**config.mk**
```make
export PLATFORM = sky130hd
export DESIGN_NAME = shift_req_queue_flat
export DESIGN_NICKNAME = d
export VERILOG_FILES = /design/src/rtl/shift_req_queue_if.sv /design/src/rtl/shift_req_queue.sv /design/src/flat_wrapper.sv
export SDC_FILE = /design/constraint.sdc
export NUM_CORES = 1
export LEC_CHECK = 0
export CORE_MARGIN = 2
export CORE_UTILIZATION = 57
export DETAILED_ROUTE_END_ITERATION = 7
export PLACE_DENSITY = 0.85
export SLEW_MARGIN = 20
export SYNTH_ARGS = -nofsm -noshare
export SYNTH_HDL_FRONTEND = slang
export SYNTH_SLANG_ARGS = --single-unit
```
**constraint.sdc**
```tcl
create_clock -name clk -period 5.3 [get_ports clk]
set_input_delay 0.795 -clock clk [delete_from_list [all_inputs] [get_ports clk]]
set_output_delay 0.795 -clock clk [all_outputs]
set_load 0.01 [all_outputs]
```
**src/rtl/shift_req_queue_if.sv**
```systemverilog
`default_nettype none
// ============================================================================
// Module      : shift_req_queue_if
// Description : Bundles the request, shifter-issue and result ports of the
//               shift request queue. 'slave' is the queue's view; 'master'
//               is the view of the surrounding logic that produces requests,
//               supplies the combinational shifter result and consumes
//               results.
// Revision    : 1.0 - initial release
// ============================================================================
interface shift_req_queue_if #(
    parameter int DEPTH = 4,
    parameter int WIDTH = 32,
    parameter int SHW   = 5
);
    localparam int c_CW = $clog2(DEPTH) + 1;

    // Request port
    logic             in_valid;
    logic             in_ready;
    logic             in_control;
    logic [SHW-1:0]   in_shift;
    logic [WIDTH-1:0] in_num;

    // Shifter issue / return
    logic             sh_control;
    logic [SHW-1:0]   sh_shift;
    logic [WIDTH-1:0] sh_num;
    logic [WIDTH-1:0] sh_out;

    // Result port
    logic             out_valid;
    logic             out_ready;
    logic [WIDTH-1:0] out_data;

    // Occupancy
    logic [c_CW-1:0]  count;

    modport slave (
        input  in_valid,
        output in_ready,
        input  in_control,
        input  in_shift,
        input  in_num,
        output sh_control,
        output sh_shift,
        output sh_num,
        input  sh_out,
        output out_valid,
        input  out_ready,
        output out_data,
        output count
    );

    modport master (
        output in_valid,
        input  in_ready,
        output in_control,
        output in_shift,
        output in_num,
        input  sh_control,
        input  sh_shift,
        input  sh_num,
        output sh_out,
        input  out_valid,
        output out_ready,
        input  out_data,
        input  count
    );
endinterface
`default_nettype wire

```
**src/rtl/shift_req_queue.sv**
```systemverilog
`default_nettype none
// ============================================================================
// Module      : shift_req_queue
// Description : Buffered request front-end for a combinational barrel
//               shifter. Requests are queued in a DEPTH-entry FIFO, the head
//               entry drives the shifter, and the shifter result is captured
//               into a valid/ready output register (one result per cycle).
//               Optional feature macro: SHIFT_QUEUE_BYPASS_EN - when the
//               FIFO is empty and the output register is free, an incoming
//               request goes straight to the shifter and is captured on the
//               accepting edge without being written to the FIFO.
// Revision    : 1.0 - initial release
// ============================================================================
module shift_req_queue #(
    parameter int DEPTH = 4,
    parameter int WIDTH = 32,
    parameter int SHW   = 5
) (
    input  logic              clk,
    input  logic              rst,
    shift_req_queue_if.slave  bus
);

    localparam int c_AW = $clog2(DEPTH);
    localparam int c_CW = c_AW + 1;
    localparam int c_EW = 1 + SHW + WIDTH;

    localparam logic [c_CW-1:0] c_FULL    = c_CW'(DEPTH);
    localparam logic [c_CW-1:0] c_CNT_ONE = c_CW'(1);
    localparam logic [c_AW-1:0] c_PTR_ONE = c_AW'(1);

    // Storage and pointers
    logic [c_EW-1:0]  r_mem [DEPTH];
    logic [c_AW-1:0]  r_wr_ptr;
    logic [c_AW-1:0]  r_rd_ptr;
    logic [c_CW-1:0]  r_count;

    // Output register
    logic             r_out_valid;
    logic [WIDTH-1:0] r_out_data;

    // Handshake decode
    logic             w_in_ready;
    logic             w_out_free;
    logic             w_not_empty;
    logic             w_bypass;
    logic             w_push;
    logic             w_pop;
    logic             w_cap;

    // Entry views
    logic [c_EW-1:0]  w_in_entry;
    logic [c_EW-1:0]  w_head;

    // Shifter drive
    logic             w_sh_control;
    logic [SHW-1:0]   w_sh_shift;
    logic [WIDTH-1:0] w_sh_num;

    // ------------------------------------------------------------------
    // Handshake decode. in_ready looks only at the registered count, so a
    // full queue refuses a request even when a pop happens the same cycle.
    // ------------------------------------------------------------------
    assign w_in_ready  = (r_count != c_FULL);
    assign w_out_free  = !r_out_valid || bus.out_ready;
    assign w_not_empty = (r_count != '0);

`ifdef SHIFT_QUEUE_BYPASS_EN
    // Empty queue with a free output register: feed the request straight
    // into the shifter and capture it on the accepting edge.
    assign w_bypass = !w_not_empty && bus.in_valid && w_out_free;
`else
    assign w_bypass = 1'b0;
`endif

    // A bypassed request never occupies a FIFO slot.
    assign w_push = bus.in_valid && w_in_ready && !w_bypass;
    // A pop is the capture of the head entry into the output register.
    assign w_pop  = w_not_empty && w_out_free;
    assign w_cap  = w_pop || w_bypass;

    assign w_in_entry = {bus.in_control, bus.in_shift, bus.in_num};
    assign w_head     = r_mem[r_rd_ptr];

    // ------------------------------------------------------------------
    // Select what the shifter sees: head entry, bypassed request, or zero.
    // ------------------------------------------------------------------
    always_comb begin
        w_sh_control = 1'b0;
        w_sh_shift   = '0;
        w_sh_num     = '0;
        if (w_not_empty) begin
            w_sh_control = w_head[c_EW-1];
            w_sh_shift   = w_head[WIDTH +: SHW];
            w_sh_num     = w_head[WIDTH-1:0];
        end else if (w_bypass) begin
            w_sh_control = bus.in_control;
            w_sh_shift   = bus.in_shift;
            w_sh_num     = bus.in_num;
        end
    end

    // ------------------------------------------------------------------
    // FIFO storage: write the request at the write pointer on a push.
    // ------------------------------------------------------------------
    always_ff @(posedge clk) begin
        if (rst) begin
            for (int i = 0; i < DEPTH; i++) begin
                r_mem[i] <= '0;
            end
        end else if (w_push) begin
            r_mem[r_wr_ptr] <= w_in_entry;
        end
    end

    // ------------------------------------------------------------------
    // Pointers advance on push/pop and wrap naturally (DEPTH is 2^n).
    // ------------------------------------------------------------------
    always_ff @(posedge clk) begin
        if (rst) begin
            r_wr_ptr <= '0;
            r_rd_ptr <= '0;
        end else begin
            if (w_push) begin
                r_wr_ptr <= r_wr_ptr + c_PTR_ONE;
            end
            if (w_pop) begin
                r_rd_ptr <= r_rd_ptr + c_PTR_ONE;
            end
        end
    end

    // ------------------------------------------------------------------
    // Occupancy: +1 on push only, -1 on pop only, held on both or neither.
    // ------------------------------------------------------------------
    always_ff @(posedge clk) begin
        if (rst) begin
            r_count <= '0;
        end else begin
            case ({w_push, w_pop})
                2'b10:   r_count <= r_count + c_CNT_ONE;
                2'b01:   r_count <= r_count - c_CNT_ONE;
                default: r_count <= r_count;
            endcase
        end
    end

    // ------------------------------------------------------------------
    // Result register: load the shifter output on capture; drop valid when
    // the consumer takes the result and nothing replaces it. Data is held.
    // ------------------------------------------------------------------
    always_ff @(posedge clk) begin
        if (rst) begin
            r_out_valid <= 1'b0;
            r_out_data  <= '0;
        end else if (w_cap) begin
            r_out_valid <= 1'b1;
            r_out_data  <= bus.sh_out;
        end else if (r_out_valid && bus.out_ready) begin
            r_out_valid <= 1'b0;
        end
    end

    // Port drive
    assign bus.in_ready   = w_in_ready;
    assign bus.sh_control = w_sh_control;
    assign bus.sh_shift   = w_sh_shift;
    assign bus.sh_num     = w_sh_num;
    assign bus.out_valid  = r_out_valid;
    assign bus.out_data   = r_out_data;
    assign bus.count      = r_count;

endmodule
`default_nettype wire

```
**src/flat_wrapper.sv**
```systemverilog
// flat-port wrapper written by rule: the top's interface ports become plain ports
module shift_req_queue_flat 
#(
    parameter int DEPTH = 4,
    parameter int WIDTH = 32,
    parameter int SHW   = 5
)
  (clk, rst, bus_in_valid, bus_in_ready, bus_in_control, bus_in_shift, bus_in_num, bus_sh_control, bus_sh_shift, bus_sh_num, bus_sh_out, bus_out_valid, bus_out_ready, bus_out_data, bus_count);
  shift_req_queue_if #(.DEPTH(DEPTH), .WIDTH(WIDTH), .SHW(SHW)) bus_i ();
  input  logic clk;
  input  logic rst;
  input wire logic [$bits(bus_i.in_valid)-1:0] bus_in_valid;
  output wire logic [$bits(bus_i.in_ready)-1:0] bus_in_ready;
  input wire logic [$bits(bus_i.in_control)-1:0] bus_in_control;
  input wire logic [$bits(bus_i.in_shift)-1:0] bus_in_shift;
  input wire logic [$bits(bus_i.in_num)-1:0] bus_in_num;
  output wire logic [$bits(bus_i.sh_control)-1:0] bus_sh_control;
  output wire logic [$bits(bus_i.sh_shift)-1:0] bus_sh_shift;
  output wire logic [$bits(bus_i.sh_num)-1:0] bus_sh_num;
  input wire logic [$bits(bus_i.sh_out)-1:0] bus_sh_out;
  output wire logic [$bits(bus_i.out_valid)-1:0] bus_out_valid;
  input wire logic [$bits(bus_i.out_ready)-1:0] bus_out_ready;
  output wire logic [$bits(bus_i.out_data)-1:0] bus_out_data;
  output wire logic [$bits(bus_i.count)-1:0] bus_count;
  assign bus_i.in_valid = bus_in_valid;
  assign bus_in_ready = bus_i.in_ready;
  assign bus_i.in_control = bus_in_control;
  assign bus_i.in_shift = bus_in_shift;
  assign bus_i.in_num = bus_in_num;
  assign bus_sh_control = bus_i.sh_control;
  assign bus_sh_shift = bus_i.sh_shift;
  assign bus_sh_num = bus_i.sh_num;
  assign bus_i.sh_out = bus_sh_out;
  assign bus_out_valid = bus_i.out_valid;
  assign bus_i.out_ready = bus_out_ready;
  assign bus_out_data = bus_i.out_data;
  assign bus_count = bus_i.count;
  shift_req_queue #(.DEPTH(DEPTH), .WIDTH(WIDTH), .SHW(SHW)) u_core (.clk(clk), .rst(rst), .bus(bus_i));
endmodule
```
==> impl_metrics.env <==
export IMPL_status="complete, no violations"
export IMPL_wirelength_mm=18.2
export IMPL_period_share_pct=66.5
export IMPL_postLayoutCoreUtil_pct=71.6
export IMPL_synth_area_top_cells="edfxtp_1, mux4_2, dfxtp_1"
export IMPL_die_area_um2=16300
export IMPL_core_area_um2=15100
export IMPL_multi_input_area_um2=3060
export IMPL_gr_total_overflow=0
export IMPL_final_hold_violation_count=0
export IMPL_grt_usage_pct=23.0
export IMPL_placed_area_um2=10300
export IMPL_ctsResizeCount=0
export IMPL_post_synth_top_count_cell="edfxtp_1"
export IMPL_synthArstFlopShare_pct=0
export IMPL_ys_seq_area_share_pct=61.9
export IMPL_comb_power_share_pct=34.3
export IMPL_synthFlopType="edfxtp_1"
export IMPL_fp_row_count=45
export IMPL_vias=5296
export IMPL_tritoncts="done"
export IMPL_dpl_hpwl_mm=10.5
export IMPL_fin_crit_ns=3.52
export IMPL_nets=817
export IMPL_arrival_ns=2.73
export IMPL_ys_top_cells_by_count="edfxtp_1, and2_1, nor2b_1, dfxtp_1, mux4_2"
export IMPL_slew_viol_final=0
export IMPL_syn2layout_area_growth_pct=23.7
export IMPL_stdcell_count=941
export IMPL_num_antenna_cells=0
export IMPL_nFillCells=983
export IMPL_cts_sinks=194
export IMPL_die_y_um=128
export IMPL_clock_root_buffer="clkbuf_16"
export IMPL_cts_buffers=17
export IMPL_grt_pass1_wl_mm=28.1
export IMPL_viasPerCell=5.63
export IMPL_cp_data_required_time_ns=4.51
export IMPL_clk_pin_slew_ns=0.06
export IMPL_p_sw_mw=1.49
export IMPL_drtAntennaViolNets=0
export IMPL_worst_pin_slew_ns=1.08
export IMPL_start_util_pct=57.9
export IMPL_wl_per_cell_um=19.3
export IMPL_p_int_mw=3.49
export IMPL_syn_inst=611
export IMPL_powerDensity_nw_per_um2=460
export IMPL_rsz0062_at_grt="false"
export IMPL_p_sw_share_pct=29.9
export IMPL_r2r_cells=9
export IMPL_synth_top_cell_area_share_pct=52.2
export IMPL_drive_above_1_share_pct=15.9
export IMPL_peakVddDrop_mv=0.346
export IMPL_cts_setup_buffers=0
export IMPL_grt_max_degree=106
export IMPL_hold_path_class="reg2reg"
export IMPL_die_w_um=128
export IMPL_synth_seq_cells=194
export IMPL_start_kind="flip-flop"
export IMPL_clockBufferDepth=2
export IMPL_synth_distinct_cells=39
export IMPL_max_freq_mhz=284
export IMPL_p_leak_nw=3.81
export IMPL_clk_latency_ns=0.42
export IMPL_seq_area_um2=5410
export IMPL_final_cell_area_um2=10800
export IMPL_first_pass_iters=5
export IMPL_syn_area_per_cell_um2=14.3
export IMPL_setup_viol_count_final=0
export IMPL_io_buffers=148
export IMPL_drtIter0Drc=232
export IMPL_synth_top_cell_by_area="edfxtp_1"
export IMPL_worstHoldPathCells=2
export IMPL_slew_headroom_pct=28.1
export IMPL_crit_type="reg2out"
export IMPL_top_level_ports=149
export IMPL_antenna_found_initial=0
export IMPL_final_setup_tns_ns=0
export IMPL_cp_max_fo=30
export IMPL_grt_pass1_vias=5467
export IMPL_pwr_share_clk_pct=23.2
export IMPL_dp_cells=910
export IMPL_ctsHoldBuffers=0
export IMPL_max_stage_delay_ns=0.78
export IMPL_critPathSlowestCell="dfxtp_4"
export IMPL_route_detailed_drc=0
export IMPL_syn_area_um2=8740
export IMPL_gp_congestion=0.787
export IMPL_synth_edf_count=152
export IMPL_drv_cap=0
export IMPL_synth_warnings=0
export IMPL_end_kind="output port"
export IMPL_path_cells="buf_4, mux4_2, nor2b_1, clkdlybuf4s50_1"
export IMPL_power_share_sequential_pct=42.4
export IMPL_htreeDepth=4
export IMPL_synth_nets=687
export IMPL_finalClockSkew_ns=0.00664
cell type report:
type                            count  area share, %
Clock buffer                       19           4.01
Clock inverter                     12          0.868
Inverter                            4          0.139
Multi-Input combinational cell    366           28.3
Sequential cell                   194           50.1
Tap cell                          188           2.18
Timing Repair Buffer              158           14.4
power groups by stage:
stage	clock network, mW	logic (mW)	registers, mW
floorplan	0	1.10	2.05
global placement	0	1.68	2.13
detailed placement	0	1.72	2.15
CTS	1.17	1.72	2.11
global route	1.23	1.84	2.14
finish	1.16	1.71	2.11
state kept, by name, indices dropped and copies added (netlist names), named ones only:
signal / flops
u_core.bus.count: 3
u_core.r_mem: 152
u_core.bus.out_valid: 1
u_core.r_wr_ptr: 2
u_core.bus.out_data: 32
u_core.r_rd_ptr: 2
metal layers:
metal	up-vias	track usage, %	part of all wire, %
li1	2455	-	-
met1	2610	27.9	41
met2	204	40.3	51
met3	27	5.34	6.8
met4	0	8.40	1.7
met5	-	0	0
critical path: cells and delay by family, from the launching register on:
| kind | cells | cell delay [ns] |
|---|---|---|
| multiplexers | 1 | 0.52 |
| buffers and inverters | 2 | 0.86 |
| AND/OR/NAND/NOR | 1 | 0.15 |
| flip-flops | 1 | 0.78 |
through the flow:
step	setup slack, ns	total power, mW	hold WS [ns]
global placement	1.62	3.81	0.460
global route	1.59	5.22	0.494
finish	1.78	4.97	0.480
CTS	1.72	5.01	0.484
detailed placement	1.59	3.86	0.475
floorplan	2.16	3.15	0.498
path summary, 6_finish.rpt:
kind	from	end	slack, ns
setup / recovery	flip-flop	bus_sh_num[3]	1.78
hold / removal	u_core.bus.out_data[31]	u_core.bus.out_data[31]	0.48
setup reg to reg	u_core.bus.count[0]	u_core.bus.count[2]	2.56
hold reg to reg	u_core.bus.out_data[31]	u_core.bus.out_data[31]	0.48
cells in the final DEF, fill, tap and decap left out, types with 2 or more instances in the layout:
cell type        instances
a21oi_1                 35
and2_1                 122
and2_4                  30
buf_4                   10
clkbuf_1                 2
clkbuf_16               17
clkdlybuf4s50_1        148
clkinv_1                 4
clkinvlp_4               4
dfxtp_1                 40
edfxtp_1               152
inv_1                    3
mux2_2                   3
mux4_2                  38
nand2b_1                 2
nand3b_1                32
nor2_1                   7
nor2b_1                 43
nor3_4                   2
o21ai_0                 32
o21bai_4                 2
xor2_1                   2
cell families after synthesis:
| kind of cell | share of synthesized area [%] |
|---|---|
| simple gates | 19.4 |
| flops | 61.9 |
| compound gates | 4.27 |
| buf+inv | 3.55 |
| mux | 10.3 |
| xor+xnor | 0.200 |
| fa+ha+maj | 0.372 |
Note: power is estimated with default switching activity, not from simulation.
